[config.mk]
export PLATFORM = sky130hd
export DESIGN_NAME = cpu_run_ctrl
export DESIGN_NICKNAME = d
export VERILOG_FILES = /design/src/rtl/cpu_run_ctrl_pkg.sv /design/src/rtl/cpu_run_ctrl_step_counter.sv /design/src/rtl/cpu_run_ctrl.sv
export SDC_FILE = /design/constraint.sdc
export NUM_CORES = 1
export LEC_CHECK = 0
export BUFFER_PORTS_ARGS = -buffer_cell sky130_fd_sc_hd__buf_2
export CAP_MARGIN = 10
export CORE_UTILIZATION = 43
export CTS_CLUSTER_DIAMETER = 200
export DETAILED_ROUTE_END_ITERATION = 16
export PLACE_DENSITY_LB_ADDON = 0.1
export SYNTH_ARGS = -nofsm -noshare
export SYNTH_HDL_FRONTEND = slang
export SYNTH_SLANG_ARGS = --single-unit
export TNS_END_PERCENT = 5
[constraint.sdc]
create_clock -name clk -period 2.6 [get_ports clk]
set_input_delay 0 -clock clk [delete_from_list [all_inputs] [get_ports clk]]
set_output_delay 0 -clock clk [all_outputs]
set_load 0.03 [all_outputs]
[src/rtl/cpu_run_ctrl_pkg.sv]
// Shared encodings for the run-control sequencer: FSM states and halt reason codes.
package cpu_run_ctrl_pkg;

  localparam int PC_W = 30;

  typedef enum logic [2:0] {
    ST_IDLE       = 3'd0,
    ST_WAIT_CALIB = 3'd1,
    ST_RUN        = 3'd2,
    ST_STEP       = 3'd3,
    ST_DRAIN      = 3'd4
  } run_state_e;

  typedef enum logic [2:0] {
    HR_NONE       = 3'd0,
    HR_STOP       = 3'd1,
    HR_STEP_DONE  = 3'd2,
    HR_BREAK      = 3'd3,
    HR_CALIB_LOST = 3'd4
  } halt_reason_e;

endpackage

[src/rtl/cpu_run_ctrl_step_counter.sv]
// Step budget counter: loads a cycle count, decrements on enable, saturates at zero.
module run_step_counter
  import cpu_run_ctrl_pkg::*;
#(
  parameter int STEP_W = 16
) (
  input  logic              clk,
  input  logic              rst_n,
  input  logic              load,
  input  logic [STEP_W-1:0] load_val,
  input  logic              dec_en,
  output logic [STEP_W-1:0] count,
  output logic              zero,
  output logic              last
);

  always_ff @(posedge clk or negedge rst_n) begin
    if (!rst_n) begin
      count <= '0;
    end else if (load) begin
      count <= load_val;
    end else if (dec_en && (count != '0)) begin
      count <= count - 1'b1;
    end
  end

  assign zero = (count == '0);
  // last marks the decrement that empties the budget, so the halt can be issued on that edge
  assign last = (count == STEP_W'(1));

endmodule

[src/rtl/cpu_run_ctrl.sv]
// Run-control sequencer: host start/stop/step commands to cpu_start/quit_cmd pulses.
// Define RUN_CTRL_BREAKPOINT_EN to enable the PC breakpoint halt.
module cpu_run_ctrl
  import cpu_run_ctrl_pkg::*;
#(
  parameter int STEP_W       = 16,
  parameter int DRAIN_CYCLES = 5
) (
  input  logic              clk,
  input  logic              rst_n,
  input  logic              init_calib_complete,
  input  logic              stall,
  input  logic              cmd_start,
  input  logic              cmd_stop,
  input  logic              cmd_step,
  input  logic [STEP_W-1:0] step_count,
  input  logic              bp_en,
  input  logic [PC_W-1:0]   bp_addr,
  input  logic [PC_W-1:0]   pc_id,
  output logic              cpu_start,
  output logic              quit_cmd,
  output logic              running,
  output logic              busy,
  output logic              cmd_err,
  output logic [2:0]        halt_reason,
  output logic [STEP_W-1:0] step_remain,
  output logic [2:0]        state_dbg
);

  localparam int DRAIN_W = (DRAIN_CYCLES > 1) ? $clog2(DRAIN_CYCLES) : 1;
  localparam logic [DRAIN_W-1:0] DRAIN_LAST = DRAIN_W'(DRAIN_CYCLES - 1);

  run_state_e         state, state_d;
  halt_reason_e       halt_q, halt_d, halt_why;
  logic               mode_step, mode_step_d;
  logic [DRAIN_W-1:0] drain_cnt, drain_cnt_d;
  logic               cpu_start_d, quit_cmd_d, cmd_err_d, running_d, busy_d;
  logic               halt_hit, step_done, bp_hit;
  logic               cnt_load, cnt_dec, cnt_zero, cnt_last;
  logic               idle_go, idle_go_step, idle_err;

  // Commands are single-cycle pulses with no back-pressure: each is either accepted
  // or answered by a cmd_err pulse the next cycle; cmd_stop in IDLE suppresses both.
  assign idle_go_step = ~cmd_stop & cmd_step & ~cmd_start & (step_count != '0);
  assign idle_go      = idle_go_step | (~cmd_stop & cmd_start & ~cmd_step);
  assign idle_err     = ~cmd_stop & cmd_step & (cmd_start | (step_count == '0));

  assign cnt_load = (state == ST_IDLE) & idle_go_step;
  assign cnt_dec  = (state == ST_STEP) & ~cpu_start & ~stall;

  run_step_counter #(.STEP_W(STEP_W)) u_step_cnt (
    .clk      (clk),
    .rst_n    (rst_n),
    .load     (cnt_load),
    .load_val (step_count),
    .dec_en   (cnt_dec),
    .count    (step_remain),
    .zero     (cnt_zero),
    .last     (cnt_last)
  );

`ifdef RUN_CTRL_BREAKPOINT_EN
  logic cpu_start_q;
  always_ff @(posedge clk or negedge rst_n) begin
    if (!rst_n) cpu_start_q <= 1'b0;
    else        cpu_start_q <= cpu_start;
  end
  // Masked for two cycles after cpu_start so a resume from the breakpoint PC gets going
  assign bp_hit = bp_en & ~stall & (pc_id == bp_addr) & ~cpu_start & ~cpu_start_q;
`else
  logic unused_bp;
  assign unused_bp = ^{bp_en, bp_addr, pc_id};
  assign bp_hit    = 1'b0;
`endif

  assign step_done = (state == ST_STEP) & ((cnt_dec & cnt_last) | cnt_zero);

  always_comb begin
    halt_hit = 1'b1;
    halt_why = HR_NONE;
    if (!init_calib_complete)  halt_why = HR_CALIB_LOST;
    else if (cmd_stop)         halt_why = HR_STOP;
    else if (step_done)        halt_why = HR_STEP_DONE;
    else if (bp_hit)           halt_why = HR_BREAK;
    else                       halt_hit = 1'b0;
  end

  always_ff @(posedge clk or negedge rst_n) begin
    if (!rst_n) begin
      state     <= ST_IDLE;
      mode_step <= 1'b0;
      drain_cnt <= '0;
      halt_q    <= HR_NONE;
      cpu_start <= 1'b0;
      quit_cmd  <= 1'b0;
      cmd_err   <= 1'b0;
      running   <= 1'b0;
      busy      <= 1'b0;
    end else begin
      state     <= state_d;
      mode_step <= mode_step_d;
      drain_cnt <= drain_cnt_d;
      halt_q    <= halt_d;
      cpu_start <= cpu_start_d;
      quit_cmd  <= quit_cmd_d;
      cmd_err   <= cmd_err_d;
      running   <= running_d;
      busy      <= busy_d;
    end
  end

  always_comb begin
    state_d     = state;
    mode_step_d = mode_step;
    drain_cnt_d = drain_cnt;
    case (state)
      ST_IDLE: begin
        if (idle_go) begin
          mode_step_d = idle_go_step;
          if (!init_calib_complete) state_d = ST_WAIT_CALIB;
          else                      state_d = idle_go_step ? ST_STEP : ST_RUN;
        end
      end
      ST_WAIT_CALIB: begin
        if (cmd_stop)                 state_d = ST_IDLE;
        else if (init_calib_complete) state_d = mode_step ? ST_STEP : ST_RUN;
      end
      ST_RUN, ST_STEP: begin
        if (halt_hit) begin
          state_d     = ST_DRAIN;
          drain_cnt_d = '0;
        end
      end
      ST_DRAIN: begin
        if (drain_cnt == DRAIN_LAST) state_d = ST_IDLE;
        else                         drain_cnt_d = drain_cnt + 1'b1;
      end
      default: state_d = ST_IDLE;
    endcase
  end

  always_comb begin
    cpu_start_d = 1'b0;
    quit_cmd_d  = 1'b0;
    cmd_err_d   = cmd_start | cmd_step;
    halt_d      = halt_q;
    case (state)
      ST_IDLE: begin
        cmd_err_d = idle_err;
        if (idle_go) begin
          halt_d      = HR_NONE;
          cpu_start_d = init_calib_complete;
        end
      end
      ST_WAIT_CALIB: begin
        if (cmd_stop) halt_d = HR_STOP;
        else          cpu_start_d = init_calib_complete;
      end
      ST_RUN, ST_STEP: begin
        if (halt_hit) begin
          quit_cmd_d = 1'b1;
          halt_d     = halt_why;
        end
      end
      default: ;
    endcase
    running_d = (state_d == ST_RUN) || (state_d == ST_STEP);
    busy_d    = (state_d != ST_IDLE);
  end

  assign halt_reason = halt_q;
  assign state_dbg   = state;

endmodule
* Word level (Yosys, flattened, before mapping)
Cells that the tools add are included.
** Storage, ports and cells
- Register bits :: 31
- Input port bits :: 84
- Output and inout bits :: 27
- Logic and storage cells :: 89
** Operators by class
- Add/sub/neg operators :: 2
- Eq/ne operators :: 12
- Mux-type cells :: 30
- Bitwise gates (word level) :: 20
- Reductions and logical operators :: 15
** Operator list (number)
- two-way mux 3 bit :: 11
- zero test 16 bit :: 2
- two-way mux 16 bit :: 2
- nonzero test 16 bit :: 2
- == test 16 x 1 -> 1 bit (second input constant) :: 1
- subtractor 16 x 1 -> 16 bit (second input constant) :: 1
- == test 3 x 2 -> 1 bit (second input constant) :: 4
- case mux 3 bit (4 select lines) :: 1
- AND 1 bit :: 11
- two-way mux 1 bit :: 10
- case mux 3 bit (3 select lines) :: 1
- inequality test 2 bit (second input constant) :: 4
- == test 3 bit (second input constant) :: 2
- two-way mux 2 bit :: 3
- case mux 3 bit (2 select lines) :: 1
- nonzero test 3 bit :: 2
- inverter 1 bit :: 5
- OR 1 bit :: 4
- AND reduction 4 bit :: 1
- nonzero test 2 bit :: 2
- adder 3 x 1 -> 3 bit (second input constant) :: 1
- == test 3 x 1 -> 1 bit (second input constant) :: 1
- zero test 3 bit :: 1
- AND reduction 3 bit :: 1
- other kinds (5) :: 5

* Longest topological paths before layout
Gate-level depths: netlist of the first run.
- Depth in word-level cells :: 13
- Mapped depth :: 7

* Cells and area by module
A second synthesis of the first run with hierarchy kept.
** Unflattened totals
- Cell total of the unflattened synthesis :: 205
- Area, all modules :: 1889.3 um2
** By module, submodules not included
- run_step_counter :: times used 1, cells each 120, area each 1028.5 um2, seq. area each 400.4 um2
- cpu_run_ctrl :: times used 1, cells each 85, area each 860.8 um2, seq. area each 375.4 um2

* Worst setup path after synthesis of the first run
OpenSTA, ideal clock, no wires.
- Path kind :: reg2reg
- Start point :: register state[1], in the netlist state_dbg[1]
- End point :: register u_step_cnt.count[6]
- Library setup time :: 126 ps
- Arrival time :: 2162 ps
- Required time :: 2474 ps
- Setup slack :: 312 ps
- Stages on the path, launching flop included :: 7
- Period minus slack after synthesis :: 2288 ps
- Path through :: dfrtp_1 > buf_2 > nand2_1 > or4_4 > a21oi_2 > mux2_2 > a221o_1
** Between the ends
- Word-level cells in the longest chain between the ends :: 5
** Ends and longest elaborated chain
- start: declaration :: RTL line cpu_run_ctrl.sv:33 : run_state_e state, state_d;
- start signal: assignment :: RTL line cpu_run_ctrl.sv:100 : state <= state_d;
- == test 3 x 2 -> 1 bit :: RTL line cpu_run_ctrl.sv:49 : assign cnt_dec = (state == ST_STEP) & ~cpu_start & ~stall;
- AND 1 bit (2 in series) :: RTL line cpu_run_ctrl.sv:49
- logical AND 1 bit :: RTL line cpu_run_ctrl_step_counter.sv:22 : end else if (dec_en && (count != '0)) begin
- nonzero test 2 bit (no line)
- end signal: assignment :: RTL line cpu_run_ctrl_step_counter.sv:21 : count <= load_val;
- end signal: assignment :: RTL line cpu_run_ctrl_step_counter.sv:23 : count <= count - 1'b1;
- end: declaration :: RTL line cpu_run_ctrl_step_counter.sv:12 : output logic [STEP_W-1:0] count,
Several ways; a longest one is shown, not always the timed one.
A chain may end at the register's enable or synchronous reset.

* Worst setup path in the final report of the first run
- Start point :: input step_count[0]
- End point :: register busy
** Between the ends
- Word-level cells in the longest chain between the ends :: 7
** Ends and longest elaborated chain
- start: declaration :: RTL line cpu_run_ctrl.sv:16 : input logic [STEP_W-1:0] step_count,
- nonzero test 16 bit (*) :: RTL line cpu_run_ctrl.sv:44 : assign idle_go_step = ~cmd_stop & cmd_step & ~cmd_start & (step_count != '0);
- AND 1 bit (*) :: RTL line cpu_run_ctrl.sv:44
- two-way mux 1 bit :: RTL line cpu_run_ctrl.sv:121 : else state_d = idle_go_step ? ST_STEP : ST_RUN;
- two-way mux 2 bit :: RTL line cpu_run_ctrl.sv:120 : if (!init_calib_complete) state_d = ST_WAIT_CALIB;
- two-way mux 3 bit (*) :: RTL line cpu_run_ctrl.sv:118 : if (idle_go) begin
- case mux 3 bit (4 select lines) (*) :: RTL line cpu_run_ctrl.sv:116 : case (state)
- net state_d[0] :: RTL line cpu_run_ctrl.sv:33
- nonzero test 3 bit (*) :: RTL line cpu_run_ctrl.sv:168 : busy_d = (state_d != ST_IDLE);
- net busy_d :: RTL line cpu_run_ctrl.sv:37 : logic cpu_start_d, quit_cmd_d, cmd_err_d, running_d, busy_d;
- end signal: assignment :: RTL line cpu_run_ctrl.sv:108 : busy <= busy_d;
- end: declaration :: RTL line cpu_run_ctrl.sv:23 : output logic busy,
Mark *: on every way through the listed nets, which the timed path passes. The rest lies on a longest branch.

==> results of run 1 <==
sequential cells by signal (all words and copies together) (netlist names):
register          count
state_dbg             3
cpu_start             1
busy                  1
u_step_cnt.count     16
quit_cmd              1
halt_reason           3
drain_cnt             3
running               1
cmd_err               1
mode_step             1
cell usage after synthesis (2+ instances only):
| cell | n |
|---|---|
| a211o_1 | 4 |
| a211oi_1 | 3 |
| a21oi_1 | 10 |
| a21oi_2 | 2 |
| a221o_1 | 7 |
| a31oi_1 | 4 |
| and2_1 | 2 |
| and3_1 | 2 |
| buf_2 | 7 |
| dfrtp_1 | 31 |
| ha_1 | 5 |
| inv_1 | 7 |
| mux2_2 | 2 |
| mux2i_1 | 4 |
| nand2_1 | 21 |
| nand2b_1 | 3 |
| nand3_1 | 5 |
| nand4_1 | 3 |
| nor2_1 | 17 |
| nor3_1 | 6 |
| nor3b_1 | 2 |
| nor4_1 | 6 |
| nor4_2 | 2 |
| o211ai_1 | 5 |
| o21ai_0 | 4 |
| o22ai_1 | 3 |
| o311ai_0 | 4 |
| o31ai_1 | 2 |
| or2_2 | 2 |
| or3_1 | 5 |
| or4_1 | 2 |
area by class of cell:
type	instances	area share [%]
well taps	50	2.550
multi-input cells	150	40.80
flip-flops and latches	31	31.62
clock buffers	6	3.366
clock inverters	2	1.428
inverters	7	1.071
repair buffers	74	19.17
layout by cell type, fill, tap and decap left out, types with 3 or more instances in the layout:
cell type	n
nand2_1	21
nand2b_1	3
o22ai_1	3
or3_1	5
clkbuf_8	6
mux2i_1	4
o211ai_1	5
nor2_1	17
o21ai_0	4
dlygate4sd3_1	15
buf_4	10
a21oi_1	10
a211o_1	4
nand4_1	3
o311ai_0	4
nand3_1	5
a31oi_1	4
dfrtp_1	31
buf_2	49
nor4_1	6
a221o_1	7
a211oi_1	3
inv_1	7
ha_1	5
nor3_1	6
cells by family (layout without fill, tap and decap cells):
group,after synthesis,count (layout),synth area share [%]
buffers and inverters,16,89,4.119
multiplexers,6,6,3.376
flip-flops,31,31,41.86
AND/OR/NAND/NOR,84,84,24.65
AO/OA/AOI/OAI,54,54,22.15
XOR/XNOR,1,1,0.4727
adder cells (fa/ha/maj),5,5,3.376
worst register-to-register path, cell delays in order, from the launching register on:
cell	delay (ns)
dfrtp_1	0.42
nor4_1	0.44
and4_1	0.45
a21o_1	0.43
nor2_1	0.14
a221o_1	0.32
repair_timing:
item                      in CTS  in global routing
gates resized for setup        0                  0
hold buffers                  15                  0
hold endpoints to repair      45                  0
power by group:
group | internal [mW] | total, mW | leakage, nW | switching, mW
clock | 0.310 | 0.499 | 0.0612 | 0.189
combinational | 0.483 | 1.27 | 0.669 | 0.790
sequential | 0.673 | 0.900 | 0.393 | 0.226
metrics by stage:
stage / util (%) / std cells / worst slack, ns / hold WS, ns
after floorplan: - / 197 / 0.3121 / -0.2956
after global placement: 53.87 / 297 / 0.2996 / 0.1041
after detailed placement: 53.87 / 297 / 0.3027 / 0.1111
after CTS: 60.47 / 320 / 0.2561 / 0.003563
after global routing: 60.47 / 320 / 0.1230 / 0.02323
final: 60.47 / 320 / 0.2581 / 0.01090
layer usage:
layer	global-route usage [%]	vias to the layer above	share of wire [%]	wire [um]
met5	0	-	0	0
li1	-	898	-	-
met4	7.447	0	1.3	65
met3	5.405	6	4.0	194
met1	29.91	871	46	2210
met2	38.24	49	49	2369
worst paths after layout:
check	from	endpoint	slack (ns)
min reg2reg	mode_step	mode_step	0.49
min in group asynchronous	rst_n	halt_reason[2]	0.30
max reg2reg	u_step_cnt.count[14]	u_step_cnt.count[7]	0.27
max	step_count[0]	busy	0.26
min	cmd_start	cmd_err	0.01
max in group asynchronous	rst_n	u_step_cnt.count[11]	1.84
==> run metrics, run 1 <==
status=finished, final reports clean; CTS sink cnt=31; insertion delay to the later sink of the worst-skew pair=roughly 0.28 ns; Reg clk slew, reported paths=0.07 ns; CP endpoint kind=flop; # fillers=369; Crit Path Class=in -> reg; register area=between 700 and 800 um^2; #FFs+latches synth=31; multi-input logic area=1001 um^2; largest net degree at the start of global routing=32; Final Power=2.672 mW; critical-path maximum fanout=12; worst path required time=between 2 and 3 ns; mapped cell area=about 1900 um^2; postcts setup bufs=0; Die ar.=4576 um^2; Initial Utilization=45.67%; layout cell share with drive strength beyond 1=28.89%; Layout Skew=0.003990 ns; Design Area, Final=2454 um^2; Hold Crit Depth=3; largest area contributor in the netlist=dfrtp_1; gpl congestion=0.8436; RSZ-0062 raised after global routing=no; setup tns final=0 ns; Area growth, synth to finish=32.41%; arrival time at the worst endpoint=2.50 ns; sequential fraction of the synthesis area=41.86%; Largest stage delay, worst path=0.54 ns; drt initial violations=98; DRC=0; Reg2Reg Depth=5; Post-Synthesis Cells=between 150 and 200; Rows=23; Chip Width=67.65 um; gr ovfl total=0; Synth warnings=0; Slowest-stage cell, CP=dlygate4sd3_1; Final period util=90.07%; DR vias=1824; leak pwr=1.124 nW; Synth area leaders=dfrtp_1, nand2_1, a221o_1, nor2_1, ha_1; core area=4058 um^2; crit path cell chain=dlygate4sd3_1, buf_2, nor4_1, nand4_1, and3_1, buf_4, a211o_1, or3_1; Worst slew margin=~53%; clk buf depth=2; CTS root buf=clkbuf_8; Routed Antenna Nets=0; Post-synth top flop=dfrtp_1; pwr/cell area=1089 nW/um^2; Worst Path Buf+Inv=3; post-synth top area share=a little over two fifths; via/cell ratio=between 5 and 6; Slew @ Worst Pin=0.7103 ns; diode count=0; Total Routing Usage GR=23.28%; Peak Freq=roughly 430 MHz; hold crit path type=in -> reg; wirelength, routed=4839 um; cell count along the critical path=8; max cap viols=0; CP delay by family, top=simple AND/OR/NAND/NOR gates; Mean Syn Cell Area=9.406 um^2; Placed Area=2186 um^2; initial antenna violation count=0; Die Y=between 60 and 70 um; Avg WL per Cell=15.12 um; Setup violations, final=0; io pins=~110; final hold vios=0; Final Slew Violations=0; synthesized net count=286; peak supply drop=0.6885 mV; TritonCTS clock tree=built; Tmin final=2.342 ns; first-pass GRT wire length=roughly 7800 um; Netlist cell types=46; final layout net count=358; number of global-route vias before repair=1705; CTS buffer count=5; htree depth=2; number of synthesized flops with an enable pin=0; Port-buffer cells=49; fraction of registers with async set/reset=100.0%; element type at the critical path start=input port; DR pass1 iterations=4; hpwl dp=around 3500 um
Power figures use the tool's default switching activity.
==> run 2, diff against run 1 <==
--- a/config.mk
+++ b/config.mk
@@ -7,7 +7,7 @@
 export LEC_CHECK = 0
 export BUFFER_PORTS_ARGS = -buffer_cell sky130_fd_sc_hd__buf_2
 export CAP_MARGIN = 10
-export CORE_UTILIZATION = 43
+export CORE_UTILIZATION = 40
 export CTS_CLUSTER_DIAMETER = 200
 export DETAILED_ROUTE_END_ITERATION = 16
 export PLACE_DENSITY_LB_ADDON = 0.1
==> constraint.sdc (replaced) <==
create_clock -name clk -period 2.85 [get_ports clk]
set_input_delay 0 -clock clk [delete_from_list [all_inputs] [get_ports clk]]
set_output_delay 0 -clock clk [all_outputs]
set_load 0.03 [all_outputs]
==> run metrics, run 2 (synthesis results as in run 1) <==
status=finished, final reports clean; Layout Skew=0.006673 ns; Hold Crit Depth=3; met3 wire length=~240 um; dpl ws=0.4880 ns; hold crit path type=in -> reg; Slowest-stage cell, CP=dlygate4sd3_1; arrival time at the worst endpoint=2.59 ns; number of global-route vias before repair=1677; hpwl dp=3523 um; leak pwr=1.083 nW; DRC=0; Worst slew margin=52.77%; CP delay by family, top=simple AND/OR/NAND/NOR gates; hold endpoint=u_step_cnt.count[10]; Reg with most FFs=u_step_cnt.count; worst path required time=3.01 ns; max reg flops=16; CTS root buf=clkbuf_8; RSZ-0062 raised after global routing=no; gr ovfl total=0; R2R Setup Slk=0.46 ns; r2r startpoint=u_step_cnt.count[3]; critical-path maximum fanout=13; most frequent cells in the layout=buf_2, dfrtp_1, nand2_1; max cap viols=0; peak supply drop=0.6070 mV; Chip Width=70.06 um; final layout net count=between 300 and 400; first-pass GRT wire length=8307 um; cell count along the critical path=7; setup tns final=0 ns; layout cell share with drive strength beyond 1=26.72%; Reg2Reg Depth=5; CP endpoint kind=flop; insertion delay to the later sink of the worst-skew pair=0.29 ns; initial antenna violation count=0; Avg WL per Cell=15.68 um; largest net degree at the start of global routing=32; crit path cell chain=dlygate4sd3_1, buf_2, nor4_1, nand4_1, and3_1, a211o_1, or3_1; CTS sink cnt=31; pwr/cell area=999.4 nW/um^2; Tmin final=2.428 ns; Die ar.=slightly below 5000 um^2; TritonCTS clock tree=built; element type at the critical path start=input port; Final period util=a little under nine tenths; drt initial violations=85; final hold vios=0; DR top layer=met4; # fillers=424; CTS buffer count=5; Die Y=70.06 um; Reg clk slew, reported paths=0.07 ns; Area growth, synth to finish=29.30%; diode count=0; Final Slew Violations=0; Worst Path Buf+Inv=2; DR vias=1785; Initial Utilization=about two fifths; beginning of the worst hold path=step_count[10]; clk buf depth=2; htree depth=2; DR pass1 iterations=5; Total Routing Usage GR=21.52%; gpl congestion=between 0.8 and 0.9; Routed Antenna Nets=0; via/cell ratio=around 5.7; wirelength, routed=4923 um; Port-buffer cells=between 40 and 50; Slew @ Worst Pin=0.7085 ns; Setup violations, final=0; Met1 Wirelength=2517 um; Peak Freq=411.9 MHz; final worst setup slack=0.4222 ns; Rows=24; core area=about 4400 um^2; Largest stage delay, worst path=about 0.54 ns; io pins=111; RR Endpoint=u_step_cnt.count[9]; routed wl met2=2114 um; commonest non-fill, non-tap cell in the layout=buf_2; Crit Path Class=in -> reg
run 2: changes by cell type in the layout (fill, tap and decap cells not counted), sizes merged:
cell  change
buf       -8
run 2: cell type report:
| cell class | instances | area, um^2 | area share [%] |
|---|---|---|---|
| multi-input combinational | 150 | 1001 | 41.78 |
| timing repair buffer | 66 | 410.4 | 17.13 |
| sequential | 31 | 775.7 | 32.38 |
| clock buffer | 6 | 82.58 | 3.446 |
| tap | 52 | 65.06 | 2.715 |
| clock inverter | 2 | 35.03 | 1.462 |
| inverter | 7 | 26.28 | 1.097 |
run 2: worst max-delay path by stage:
stage	startpoint	to	slack, ns
after floorplan	state_dbg[1]	u_step_cnt.count[6]	0.56
after global placement	u_step_cnt.count[6]	u_step_cnt.count[7]	0.49
after detailed placement	u_step_cnt.count[3]	u_step_cnt.count[9]	0.49
after CTS	step_count[3]	busy	0.47
after global routing	u_step_cnt.count[6]	drain_cnt[1]	0.29
final	step_count[3]	busy	0.42
run 2: what timing repair did:
item / 4_1_cts / 5_1_grt
setup endpoints to repair: 0 / 0
hold endpoints to repair: 45 / 0
resized for setup: 0 / 0
setup buffers: 0 / 0
hold buffers: 15 / 0
run 2: worst reg2reg max path, stage by stage, from the launching register on:
cell	delay (ns)
dfrtp_1	0.46
nor4_2	0.43
and4_1	0.48
a21o_1	0.44
nor2_1	0.16
a221o_1	0.31
run 2: metrics by stage:
stage | instances | hold WS, ns | cell area [um^2] | power [mW] | utilization (%)
CTS | 314 | 0.006006 | 2396 | 2.404 | 54.28
floorplan | 197 | -0.2956 | 1853 | 1.610 | -
global route | 314 | 0.01644 | 2396 | 2.568 | 54.28
detailed placement | 291 | 0.09511 | 2128 | 1.931 | 48.21
finish | 314 | 0.01006 | 2396 | 2.395 | 54.28
global placement | 291 | 0.09442 | 2128 | 1.928 | 48.21
run 2: metal layers:
| layer | vias to the layer above | global-route usage [%] |
|---|---|---|
| li1 | 887 | - |
| met1 | 834 | 32.81 |
| met2 | 58 | 30.13 |
| met3 | 6 | 5.483 |
| met4 | 0 | 5.333 |
| met5 | - | 0 |
run 2: power by group:
group | leakage, nW | switching [mW] | internal (mW) | total (mW)
Combinational | 0.628 | 0.686 | 0.400 | 1.09
Clock | 0.0612 | 0.174 | 0.283 | 0.457
Sequential | 0.393 | 0.237 | 0.614 | 0.851
